<file path="config.mk">
export PLATFORM = sky130hd
export DESIGN_NAME = regfile_sb
export DESIGN_NICKNAME = d
export VERILOG_FILES = /design/src/rtl/regfile_sb.sv
export SDC_FILE = /design/constraint.sdc
export NUM_CORES = 1
export LEC_CHECK = 0
export ABC_AREA = 1
export BUFFER_PORTS_ARGS = -buffer_cell sky130_fd_sc_hd__clkbuf_2
export CAP_MARGIN = 20
export CORE_MARGIN = 8
export CORE_UTILIZATION = 30
export DETAILED_ROUTE_END_ITERATION = 6
export PLACE_DENSITY = 0.46
export SLEW_MARGIN = 20
export SYNTH_ARGS = -nofsm -noshare
export SYNTH_HDL_FRONTEND = slang
export SYNTH_SLANG_ARGS = --single-unit
</file>
<file path="constraint.sdc">
create_clock -name clk -period 3.5 [get_ports clk]
set_clock_uncertainty 0.1 [all_clocks]
set_input_delay 0.35 -clock clk [delete_from_list [all_inputs] [get_ports clk]]
set_output_delay 0.35 -clock clk [all_outputs]
set_load 0.02 [all_outputs]
</file>
<file path="src/rtl/regfile_sb.sv">
// Parametrised two-read/one-write register file with registered reads, optional
// write-to-read bypass, optional hard-wired zero register and a per-register busy scoreboard.
module regfile_sb #(
   parameter int DATA_W   = 8,
   parameter int ADDR_W   = 3,
   parameter int BYPASS   = 1,
   parameter int ZERO_REG = 0
) (
   input  logic              clk,
   input  logic              reset,
   input  logic [ADDR_W-1:0] a1,
   input  logic [ADDR_W-1:0] a2,
   input  logic [ADDR_W-1:0] a3,
   input  logic              we,
   input  logic [DATA_W-1:0] wd,
   input  logic              rsv_en,
   input  logic [ADDR_W-1:0] rsv_a,
   output logic [DATA_W-1:0] rd1,
   output logic [DATA_W-1:0] rd2,
   output logic              rd1_busy,
   output logic              rd2_busy,
   output logic [ADDR_W:0]   busy_cnt
);

   localparam int NREG = 2 ** ADDR_W;

   logic [DATA_W-1:0] rf_q [NREG];
   logic [NREG-1:0]   busy_q, busy_d;
   logic [DATA_W-1:0] rd1_q, rd1_d, rd2_q, rd2_d;
   logic              rd1_busy_q, rd1_busy_d, rd2_busy_q, rd2_busy_d;
   logic [ADDR_W:0]   busy_cnt_q, busy_cnt_d;
   logic              wr_en;

   function automatic logic [ADDR_W:0] popcount(input logic [NREG-1:0] v);
      logic [ADDR_W:0] c;
      c = '0;
      for (int i = 0; i < NREG; i++) c = c + {{ADDR_W{1'b0}}, v[i]};
      return c;
   endfunction

   function automatic logic [DATA_W-1:0] read_port(input logic [ADDR_W-1:0] a);
      if (ZERO_REG != 0 && a == '0)
         return '0;
      else if (BYPASS != 0 && wr_en && a3 == a)
         return wd;
      else
         return rf_q[a];
   endfunction

   // A write to the hard-wired zero register is simply discarded.
   assign wr_en = we && !(ZERO_REG != 0 && a3 == '0);

   always_comb begin
      busy_d = busy_q;
      if (we)     busy_d[a3]    = 1'b0;
      // Reservation applied last so a new producer supersedes a completing one.
      if (rsv_en) busy_d[rsv_a] = 1'b1;
      if (ZERO_REG != 0) busy_d[0] = 1'b0;

      rd1_d = read_port(a1);
      rd2_d = read_port(a2);
      if (BYPASS != 0) begin
         rd1_busy_d = busy_d[a1];
         rd2_busy_d = busy_d[a2];
      end else begin
         rd1_busy_d = busy_q[a1];
         rd2_busy_d = busy_q[a2];
      end
      busy_cnt_d = popcount(busy_d);
   end

   always_ff @(posedge clk) begin
      if (reset) begin
         for (int i = 0; i < NREG; i++)
            rf_q[i] <= (ZERO_REG != 0 && i == 0) ? '0 : DATA_W'(i + 1);
         busy_q     <= '0;
         rd1_q      <= '0;
         rd2_q      <= '0;
         rd1_busy_q <= 1'b0;
         rd2_busy_q <= 1'b0;
         busy_cnt_q <= '0;
      end else begin
         if (wr_en) rf_q[a3] <= wd;
         busy_q     <= busy_d;
         rd1_q      <= rd1_d;
         rd2_q      <= rd2_d;
         rd1_busy_q <= rd1_busy_d;
         rd2_busy_q <= rd2_busy_d;
         busy_cnt_q <= busy_cnt_d;
      end
   end

   assign rd1      = rd1_q;
   assign rd2      = rd2_q;
   assign rd1_busy = rd1_busy_q;
   assign rd2_busy = rd2_busy_q;
   assign busy_cnt = busy_cnt_q;

endmodule

</file>
# Yosys cells after proc, flatten, opt, wreduce, memory -nomap -nowiden
# Memory sizes are Yosys's and may differ from the RTL's. A register that Yosys moved wholly into a read port is not among the register bits.
# Index checks and enable logic that the tools add are counted.
# totals
reg_bits	14
mem_bits_rw	64
out_inout_bits	22
word_cells	42
mem_count	1
# classes
n_addsub	7
n_lt_le_gt_ge	6
n_mux	18
bitwise_logic	3
reduce_logical	3
# memory_table
memory	depth	width	read_ports	rd_ports_with_merged_regs	wr	line	rtl
rf_q	8	8	2	2	8	27	logic [DATA_W-1:0] rf_q [NREG];
# op_table
op	count
$mux W8	3
$add A4 B1 Y4	4
$lt A3 B4 Y1 const B	4
$mux W1	10
$and A8 B8 Y8	1
$not A8 Y8	1
$or A8 B8 Y8	1
$reduce_or A8 Y1	1
$bmux W1 S3	2
$demux W1 S3	2
$ge A3 B1 Y1 const B	2
$add A3 B1 Y4	1
$add A2 B1 Y3	1
$mux W3	1
$add A1 B1 Y2	1
$logic_and A1 B1 Y1	2

# Depth between registers and ports, before layout
# Gate-level depths: netlist of the first run.
# logic_depth
depth_word	16
mapped_depth	15
mapped_depth_nobuf	15

# Worst setup path after synthesis of the first run
# No wires, ideal clock.
# synth_path
path_type	input to register
start	in we
end	reg busy_cnt_q[2], in the netlist busy_cnt[2]
setup_ns	0.128
arrival_ns	3.061
required_ns	3.272
path_slack_ns	0.211
cell_stages	15
n_path_buf	0
cell_sequence	inv_1 > nor2_1 > nand2_1 > nand2_1 > nand2_1 > fa_1 > inv_1 > fa_1 > fa_1 > inv_1 > ha_1 > inv_1 > fa_1 > xor2_1 > nor2_1
# synth_via
elab_chain_len	10
# synth_lines
item	line	rtl
from (decl)	14	input logic we,
$mux W8 (*)	55	if (we) busy_d[a3] = 1'b0;
$or A8 B8 Y8 (no line)	--	
$mux W8 (*)	57	if (rsv_en) busy_d[rsv_a] = 1'b1;
via busy_d[0]	28	logic [NREG-1:0] busy_q, busy_d;
$add A1 B1 Y2 (*)	37	for (int i = 0; i < NREG; i++) c = c + {{ADDR_W{1'b0}}, v[i]};
$add A2 B1 Y3 (*)	37	
$add A3 B1 Y4 (*)	37	
$add A4 B1 Y4 (*) (4 in a row)	37	
to (signal assigned)	89	busy_cnt_q <= busy_cnt_d;
to (decl)	31	logic [ADDR_W:0] busy_cnt_q, busy_cnt_d;
# Mark *: on every way through the listed nets, which the timed path passes. The rest lies on a longest branch.
# A chain may end at the register's enable or synchronous reset.

# Final worst setup path of the first run
# layout_path
start	in a3[1]
end	reg busy_cnt_q[2], in the netlist busy_cnt[2]
# layout_via
word_cells_on_any_way	17
cone_classes	add/sub: 7; order compare: 2; mux: 4; bitwise: 3; reduce/logical: 1
# layout_lines
item	line	rtl
from (decl)	13	input logic [ADDR_W-1:0] a3,
$lt A3 B4 Y1 (implied by the code) or $ge A3 B1 Y1 (tied branches)	55	
$logic_and A1 B1 Y1 (implied by the code)	55	
$mux W1 (implied by the code)	55	
$demux W1 S3 (*)	55	
$not A8 Y8 (no line) (*)	--	
$and A8 B8 Y8 (no line) (*)	--	
$mux W8 (*)	55	
$or A8 B8 Y8 (no line)	--	
$mux W8 (*)	57	
via busy_d[3]	28	
$add A3 B1 Y4 (*)	37	
$add A4 B1 Y4 (*) (4 in a row)	37	
# Marks and branches as above.

==> impl_metrics.csv, run 1 <==
group,metric,value,unit
setup_path,cp-end-kind,"register",
grt,antenna_found_initial,0,
placement,dp_hpwl,10.9,mm
yosys,synth_area_leaders,"edfxtp_1 (39%), nor2_1 (12%), dfxtp_1 (12%)",
detailed_routing,routedWlPerCell,17.4,um
yosys,ys_top_cells_by_count,"nor2_1 (161), nand2_1 (113), edfxtp_1 (64)",
grt,use_met2,0.244,
yosys,syn_avg_cell_area,8.06,um2
sta,max_freq,0.320,GHz
yosys,yosysWarnings,0,
grt,grt-ovfl-total,0,
outcome,status,"finished, final reports clean",
yosys,yosysSeqAreaShare,0.510,
setup_path,critPathLaunchType,"input port",
power_and_ir_drop,power_density,463,mW/mm2
clock_network,htreeDepth,3,
detailed_routing,route.detailed.drc,0,
finish,fill_cells,1716,
setup_path,arrival,3250,ps
clock_network,clock_path_buffers,2,
floorplanning,die_y,144,um
sta,period_share,0.893,
floorplanning,rows,47,
power_and_ir_drop,vdd_ir_drop_max,0.213,mV
yosys,syn_area,0.00495,mm2
sta,rsz0062_at_grt,"no",
floorplanning,core-area,0.0163,mm2
grt,grt_max_degree,39,
power_and_ir_drop,leakagePower,2.34,nW
clock_network,postCtsHoldBufs,0,
sta,setup_viol,0,
setup_path,cp.required,3630,ps
sta,finalHoldViolCount,0,
grt,grt_pass1_vias,4273,
hold_path,worstHoldPathType,"input port to register",
flow_run,drv_cap,0,
yosys,synth_edf_count,64,
sta,maxSlewHeadroom,0.558,
setup_path,reg2reg_to,"busy_cnt[2]",
yosys,ys_ff_latch,94,
yosys,ys_async_sr_fraction,0,
finish,drive_above_1_share,0.121,
detailed_routing,ant_nets,0,
clock_network,tritoncts,"built",
setup_path,critical_path_class,"input port to register",
setup_path,cp_max_fo,4,
grt,grt_util_met3,0.0281,
grt,grt_pass1_wl,24.0,mm
sta,setup_slack,374,ps
detailed_routing,vias,4421,
finish,nNetsFinal,681,
setup_path,critPathCapture,"busy_cnt[2]",
clock_network,post_cts_buffers,0,
finish,n_antenna_cell,0,
setup_path,reg2reg_from,"busy_q[0]",
yosys,synth_cells,614,
hold_path,hold_start,"wd[0]",
setup_path,reg2reg_depth,12,
clock_network,ctsRootBufferMaster,"clkbuf_16",
yosys,synth_ff_type,"edfxtp_1",
yosys,syn-num-nets,645,
clock_network,cts_resized,0,
grt,gr-usage-all-layers,0.151,
clock_network,clkLatencyLatePin,340,ps
detailed_routing,wl,15.2,mm
floorplanning,die_area,0.0209,mm2
clock_network,cts.sinks,94,
floorplanning,io_pins,46,
finish,layout.cells.non_filler,875,
yosys,yosysMostFrequentCell,"nor2_1",
setup_path,setup.worst_path.start,"a3[1]",
detailed_routing,drt_iter0_drc,431,
floorplanning,start_util,0.303,
detailed_routing,viasPerCell,5.05,
grt,busiest_layer,"met2",
sta,fin_tns_setup,0,ps
placement,io_buffers,45,
grt,met1_usage,0.195,
placement,pre_cts_ws,12.6,ps
floorplanning,die_w,144,um
yosys,synth_top_area_frac,0.388,
finish,area_growth_syn_to_layout,12.9,%
yosys,synth_top_area_cell,"edfxtp_1",
clock_network,clk_pin_slew,60,ps
placement,placedCellCount,859,
yosys,synth_cell_type_count,28,
clock_network,cts_buffers,9,
detailed_routing,first_pass_iters,5,
sta,worst_pin_slew,662,ps
sta,period_minus_slack,3130,ps
setup_path,r2r_slack,490,ps
placement,gp_congestion,0.924,
sta,drv_slew,0,
==> per-stage QoR <==
stage	power (mW)	cell area (um2)	utilization	hold WS [ps]
final	2.59	5590	0.342	181
after global routing	2.71	5590	0.342	190
after CTS	2.60	5590	0.342	176
after detailed placement	1.72	5330	0.326	395
after global placement	1.72	5330	0.326	396
after floorplan	1.58	4950	-	368
==> worst max-delay path, cell delays in order <==
cell and delay (ps):
clkbuf_2 110, inv_1 60, nor2_1 130, nand2_1 90
nand2_1 100, nand2_1 100, fa_1 520, inv_1 50
fa_1 490, fa_1 410, inv_1 70, ha_1 150
inv_1 50, fa_1 370, xor2_1 130, nor2_1 50
==> sequential cells by signal, summed over array words and instances (netlist names) <==
| name | flops |
|---|---|
| busy_cnt | 4 |
| rd2 | 8 |
| rd2_busy | 1 |
| rf_q | 64 |
| rd1_busy | 1 |
| busy_q | 8 |
| rd1 | 8 |
==> placed cells by master (no fill, tap or decap), drive strengths merged <==
cell type  count
ha             3
nand2        116
buf           12
dfxtp         30
a21oi         23
nand3         32
inv           39
edfxtp        64
and3           1
clkbuf        58
a211oi         7
o22ai         26
clkinv         4
o21ai         67
fa             4
nor2         161
nor3           1
xor2           3
and2           4
==> kinds of logic after synthesis <==
kind of cell               synth area share
adders and majority gates            0.0238
and+or+nand+nor                       0.251
buffers and inverters                0.0736
xor gates and xnor gates            0.00531
DFF                                   0.510
AOI/OAI and AO/OA                     0.137
==> how the worst min path moves through the flow <==
stage | endpoint | slack, ps | cells past startpoint
final | rd1[0] | 180 | 3
after global placement | busy_q[2] | 400 | 2
after floorplan | busy_q[3] | 370 | 2
after global routing | rd1[0] | 190 | 3
after CTS | rd1[0] | 180 | 3
after detailed placement | busy_q[3] | 390 | 2
==> cell type report <==
class / count / area (um2) / share of cell area
timing repair buffer: 57 / 315 / 0.0564
inverter: 40 / 156 / 0.0280
clock inverter: 3 / 13.8 / 0.00246
sequential: 94 / 2520 / 0.452
tap: 220 / 275 / 0.0493
clock buffer: 13 / 240 / 0.0430
multi-input combinational: 448 / 2060 / 0.369
==> layer usage <==
metal | vias up | part of all wire
met5 | - | 0
met4 | 0 | 0.019
met3 | 28 | 0.077
met2 | 182 | 0.47
met1 | 2092 | 0.44
li1 | 2119 | -
==> power breakdown <==
part | internal (mW) | switching [mW] | leakage (nW)
registers | 1.26 | 0.0345 | 0.869
clock network | 0.479 | 0.411 | 0.125
logic | 0.121 | 0.277 | 1.35
Note: power is estimated with default switching activity, not from simulation.
==> run 2: changes to the inputs <==
--- a/config.mk
+++ b/config.mk
@@ -6,12 +6,12 @@
 export NUM_CORES = 1
 export LEC_CHECK = 0
 export ABC_AREA = 1
-export BUFFER_PORTS_ARGS = -buffer_cell sky130_fd_sc_hd__clkbuf_2
 export CAP_MARGIN = 20
 export CORE_MARGIN = 8
 export CORE_UTILIZATION = 30
 export DETAILED_ROUTE_END_ITERATION = 6
-export PLACE_DENSITY = 0.46
+export DONT_BUFFER_PORTS = 1
+export PLACE_DENSITY = 0.44
 export SLEW_MARGIN = 20
 export SYNTH_ARGS = -nofsm -noshare
 export SYNTH_HDL_FRONTEND = slang
==> run 2 against run 1 <==
Worst setup slack improved by 50 ps. Via count fell by 4.2%. Total power decreased by 1.1%. Die area unchanged. Clock-buffer cell count rose by 1. Critical path type unchanged. Largest cell class unchanged.
==> impl_metrics.csv, run 2 (same netlist as run 1, synthesis figures left out) <==
group,metric,value,unit
outcome,status,"finished, final reports clean",
setup_path,cp.required,3620,ps
sta,period_minus_slack,3080,ps
finish,nNetsFinal,626,
clock_network,tritoncts,"built",
sta,finalHoldViolCount,0,
finish,largest_reg_flops,64,
detailed_routing,vias,4236,
clock_network,clk_pin_slew,60,ps
setup_path,crit_chain,"inv_1 -> nor2_1 -> nand2_1 -> nand2_1 -> nand2_1 -> fa_1 -> inv_1 -> fa_1 -> fa_1 -> inv_1 -> ha_1 -> inv_1 -> fa_1 -> xor2_1 -> nor2_1",
sta,setup_viol,0,
detailed_routing,wl_met3,1.25,mm
finish,final_cell_area,0.00531,mm2
clock_network,ctsRootBufferMaster,"clkbuf_16",
clock_network,clkLatencyLatePin,350,ps
detailed_routing,route.detailed.drc,0,
setup_path,critical_path_class,"input port to register",
sta,fin_tns_setup,0,ps
detailed_routing,wl,15.4,mm
finish,layout_commonest_cell,"nor2_1",
detailed_routing,drt_iter0_drc,375,
grt,gr-usage-all-layers,0.151,
detailed_routing,wl_met1,6.79,mm
clock_network,cts_resized,0,
setup_path,cp-end-kind,"register",
setup_path,crit_buf_inv,4,
clock_network,htreeDepth,3,
grt,grt_max_degree,39,
setup_path,path_depth,15,
setup_path,critPathSlowestCell,"fa_1",
clock_network,cts.sinks,94,
grt,grt-ovfl-total,0,
power_and_ir_drop,power_switching,682,uW
floorplanning,core-area,0.0163,mm2
finish,final_cell_mix,"nor2_1 (161), nand2_1 (113), edfxtp_1 (64), o21ai_0 (47), inv_1 (34)",
sta,max_freq,0.325,GHz
hold_path,worstHoldPathType,"input port to register",
grt,antenna_found_initial,0,
placement,gp_congestion,0.856,
sta,drv_slew,0,
detailed_routing,ant_nets,0,
floorplanning,die_w,144,um
sta,period_share,0.879,
floorplanning,rows,47,
power_and_ir_drop,p_comb_frac,0.114,
setup_path,cp_max_fo,4,
detailed_routing,wl_met2,7.09,mm
placement,dp_hpwl,10.7,mm
floorplanning,start_util,0.303,
power_and_ir_drop,internal-power,1.88,mW
placement,dpl-instance-area,0.00502,mm2
detailed_routing,routedWlPerCell,18.8,um
setup_path,slowest_delay,540,ps
setup_path,path_delay_family,"adder cells",
setup_path,reg2reg_depth,12,
detailed_routing,viasPerCell,5.17,
clock_network,cts_buffers,9,
finish,register_area,0.00252,mm2
detailed_routing,dr.max_layer_used,"met4",
finish,drive_above_1_share,0.0400,
power_and_ir_drop,power_density,482,mW/mm2
floorplanning,io_pins,46,
power_and_ir_drop,seqPwrFrac,0.520,
hold_path,min_path_cells,2,
power_and_ir_drop,p_clk_frac,0.366,
clock_network,post_cts_buffers,0,
sta,rsz0062_at_grt,"no",
sta,worst_pin_slew,527,ps
finish,area_growth_syn_to_layout,7.23,%
sta,maxSlewHeadroom,0.648,
finish,fill_cells,1707,
finish,multi_input_area,0.00206,mm2
setup_path,arrival,3200,ps
grt,grt_pass1_wl,23.3,mm
grt,grt_pass1_vias,4065,
placement,io_buffers,0,
power_and_ir_drop,vdd_ir_drop_max,0.202,mV
floorplanning,die_area,0.0209,mm2
floorplanning,die_y,144,um
power_and_ir_drop,leakagePower,2.11,nW
clock_network,clock_path_buffers,2,
finish,regMostFlops,"rf_q",
setup_path,critPathLaunchType,"input port",
flow_run,drv_cap,0,
finish,n_antenna_cell,0,
detailed_routing,first_pass_iters,5,
power_and_ir_drop,swShare,0.267,
## run 2: final timing paths
check	from	end	slack, ps
worst max-delay path	we	busy_cnt[2]	420
worst min-delay path	wd[1]	rd1[1]	60
worst max register to register	busy_q[0]	busy_cnt[2]	450
worst min register to register	busy_q[2]	busy_q[2]	420
## run 2: through the flow
stage	setup WS [ps]	power [mW]	hold WS (ps)	util	instances
2_1_floorplan	211	1.58	368	-	614
6_report	424	2.56	55.9	0.325	820
3_5_place_dp	101	1.64	327	0.307	803
4_1_cts	436	2.57	47.4	0.325	820
3_3_place_gp	179	1.64	327	0.307	803
5_1_grt	226	2.66	59.8	0.325	820
## run 2: power by group through the flow
stage,sequential [mW],combinational [mW],clock (mW)
after floorplan,1.34,0.241,0
after global placement,1.36,0.285,0
after detailed placement,1.36,0.286,0
after CTS,1.33,0.290,0.948
after global routing,1.34,0.332,0.988
final,1.33,0.291,0.936
## run 2: per-layer routing
metal,vias up,track usage
met2,193,0.242
li1,2006,-
met3,22,0.0310
met5,-,0
met4,0,0.0685
met1,2015,0.191
## run 2: final cells by class
class	instances	area share
Clock inverter	2	0.00165
Sequential cell	94	0.475
Tap cell	220	0.0519
Inverter	40	0.0295
Multi-Input combinational cell	448	0.389
Timing Repair Buffer	2	0.00330
Clock buffer	14	0.0497
## run 2: what timing repair did
| item | in CTS | in global routing |
|---|---|---|
| hold buffers | 1 | 0 |
| endpoints found under the setup margin | 0 | 0 |
| endpoints found under the hold margin | 11 | 0 |
==> run 3: changes to the inputs <==
--- a/config.mk
+++ b/config.mk
@@ -11,7 +11,7 @@
 export CORE_UTILIZATION = 30
 export DETAILED_ROUTE_END_ITERATION = 6
 export DONT_BUFFER_PORTS = 1
-export PLACE_DENSITY = 0.44
+export PLACE_DENSITY_LB_ADDON = 0.3
 export SLEW_MARGIN = 20
 export SYNTH_ARGS = -nofsm -noshare
 export SYNTH_HDL_FRONTEND = slang
==> run 3 against run 2 <==
Critical path depth shrank 3. Sequential power is essentially flat. Clock-buffer cell count shrank 2. Via count grew 0.90%.
==> impl_metrics.csv, run 3 (same netlist as run 1, synthesis figures left out) <==
group,metric,value,unit
clock_network,cts_buffers,9,
clock_network,cts.sinks,94,
hold_path,hold_end,"rd1[2]",
power_and_ir_drop,p_comb_frac,0.112,
power_and_ir_drop,internal-power,1.89,mW
sta,drv_slew,0,
hold_path,hold_start,"wd[2]",
sta,max_freq,0.323,GHz
power_and_ir_drop,leakagePower,2.12,nW
grt,grt_pass1_wl,23.2,mm
sta,period_minus_slack,3090,ps
clock_network,tritoncts,"built",
finish,regMostFlops,"rf_q",
grt,grt-ovfl-total,0,
grt,grt_max_degree,39,
floorplanning,io_pins,46,
grt,antenna_found_initial,0,
setup_path,r2r_slack,410,ps
detailed_routing,routedWlPerCell,18.2,um
detailed_routing,wl,14.9,mm
placement,pre_cts_ws,98.8,ps
sta,rsz0062_at_grt,"no",
finish,drive_above_1_share,0.0451,
flow_run,drv_cap,0,
grt,grt_pass1_vias,4238,
clock_network,clock_path_buffers,2,
clock_network,clkLatencyLatePin,350,ps
placement,dp_hpwl,10.3,mm
clock_network,ctsRootBufferMaster,"clkbuf_16",
setup_path,cp_max_fo,4,
sta,setup_viol,0,
grt,gr-usage-all-layers,0.147,
sta,maxSlewHeadroom,0.615,
floorplanning,die_w,144,um
setup_path,cp-end-kind,"register",
detailed_routing,route.detailed.drc,0,
sta,period_share,0.884,
detailed_routing,viasPerCell,5.22,
power_and_ir_drop,power_switching,686,uW
power_and_ir_drop,power_density,484,mW/mm2
finish,area_growth_syn_to_layout,7.48,%
sta,finalHoldViolCount,0,
setup_path,reg2reg_depth,12,
clock_network,clk_pin_slew,70,ps
outcome,status,"finished, final reports clean",
sta,fin_tns_setup,0,ps
placement,io_buffers,0,
finish,final_cell_mix,"nor2_1 (161), nand2_1 (113), edfxtp_1 (64), o21ai_0 (47), inv_1 (34)",
detailed_routing,first_pass_iters,5,
finish,nNetsFinal,626,
clock_network,cts_resized,0,
setup_path,arrival,3220,ps
setup_path,critPathLaunchType,"register",
power_and_ir_drop,vdd_ir_drop_max,0.196,mV
finish,register_area,0.00252,mm2
finish,fill_cells,1722,
floorplanning,start_util,0.303,
detailed_routing,drt_iter0_drc,386,
power_and_ir_drop,seqPwrFrac,0.516,
clock_network,postCtsHoldBufs,1,
setup_path,reg2reg_from,"busy_q[0]",
clock_network,post_cts_buffers,0,
power_and_ir_drop,swShare,0.266,
setup_path,cp.required,3630,ps
power_and_ir_drop,p_clk_frac,0.371,
sta,worst_pin_slew,576,ps
detailed_routing,ant_nets,0,
floorplanning,die_y,144,um
finish,layout_commonest_cell,"nor2_1",
floorplanning,die_area,0.0209,mm2
finish,largest_reg_flops,64,
setup_path,critical_path_class,"register to register",
clock_network,htreeDepth,3,
setup_path,reg2reg_to,"busy_cnt[2]",
finish,multi_input_area,0.00206,mm2
floorplanning,rows,47,
floorplanning,core-area,0.0163,mm2
hold_path,min_path_cells,2,
sta,setup_slack,406,ps
finish,n_antenna_cell,0,
placement,gp_congestion,0.878,
detailed_routing,vias,4274,
hold_path,worstHoldPathType,"input port to register",
-- run 3: cell type report --
cell class	instances	area share
Sequential cell	94	0.474
Clock buffer	12	0.0501
Inverter	40	0.0294
Tap cell	220	0.0517
Timing Repair Buffer	2	0.00329
Multi-Input combinational cell	448	0.388
Clock inverter	3	0.00353
-- run 3: routing by layer --
| metal | up-vias | track usage | part of all wire |
|---|---|---|---|
| li1 | 2005 | - | - |
| met1 | 2043 | 0.176 | 0.42 |
| met2 | 189 | 0.246 | 0.48 |
| met3 | 37 | 0.0267 | 0.075 |
| met4 | 0 | 0.0800 | 0.033 |
| met5 | - | 0 | 0 |
-- run 3: power groups by stage --
stage,clock [mW],sequential (mW),combinational (mW)
after global placement,0,1.35,0.280
final,0.958,1.33,0.289
after CTS,0.964,1.33,0.287
after floorplan,0,1.34,0.241
after global routing,1.00,1.34,0.326
after detailed placement,0,1.36,0.283
-- run 3: critical path, cell delays in order, from the launching register on --
cell and delay [ps]:
dfxtp_1 300, nand2_1 110, nand2_1 90, fa_1 530, inv_1 50, fa_1 490, fa_1 410, inv_1 70
ha_1 160, inv_1 50, fa_1 380, xor2_1 170, nor2_1 50
-- run 3: per-stage QoR --
stage	cells	area (um2)	utilization	hold WS [ps]	total power [mW]
finish	819	5320	0.325	50.7	2.58
CTS	819	5320	0.325	47.4	2.58
global route	819	5320	0.325	72.4	2.67
detailed placement	803	5020	0.307	329	1.64
global placement	803	5020	0.307	324	1.63
floorplan	614	4950	-	368	1.58
-- run 3: worst max path at each step --
stage               from  slack [ps]           to
2_1_floorplan         we         210  busy_cnt[2]
3_3_place_gp          we         170  busy_cnt[2]
3_5_place_dp          we         100  busy_cnt[2]
4_1_cts        busy_q[0]         400  busy_cnt[2]
5_1_grt               we         260  busy_cnt[2]
6_report       busy_q[0]         410  busy_cnt[2]
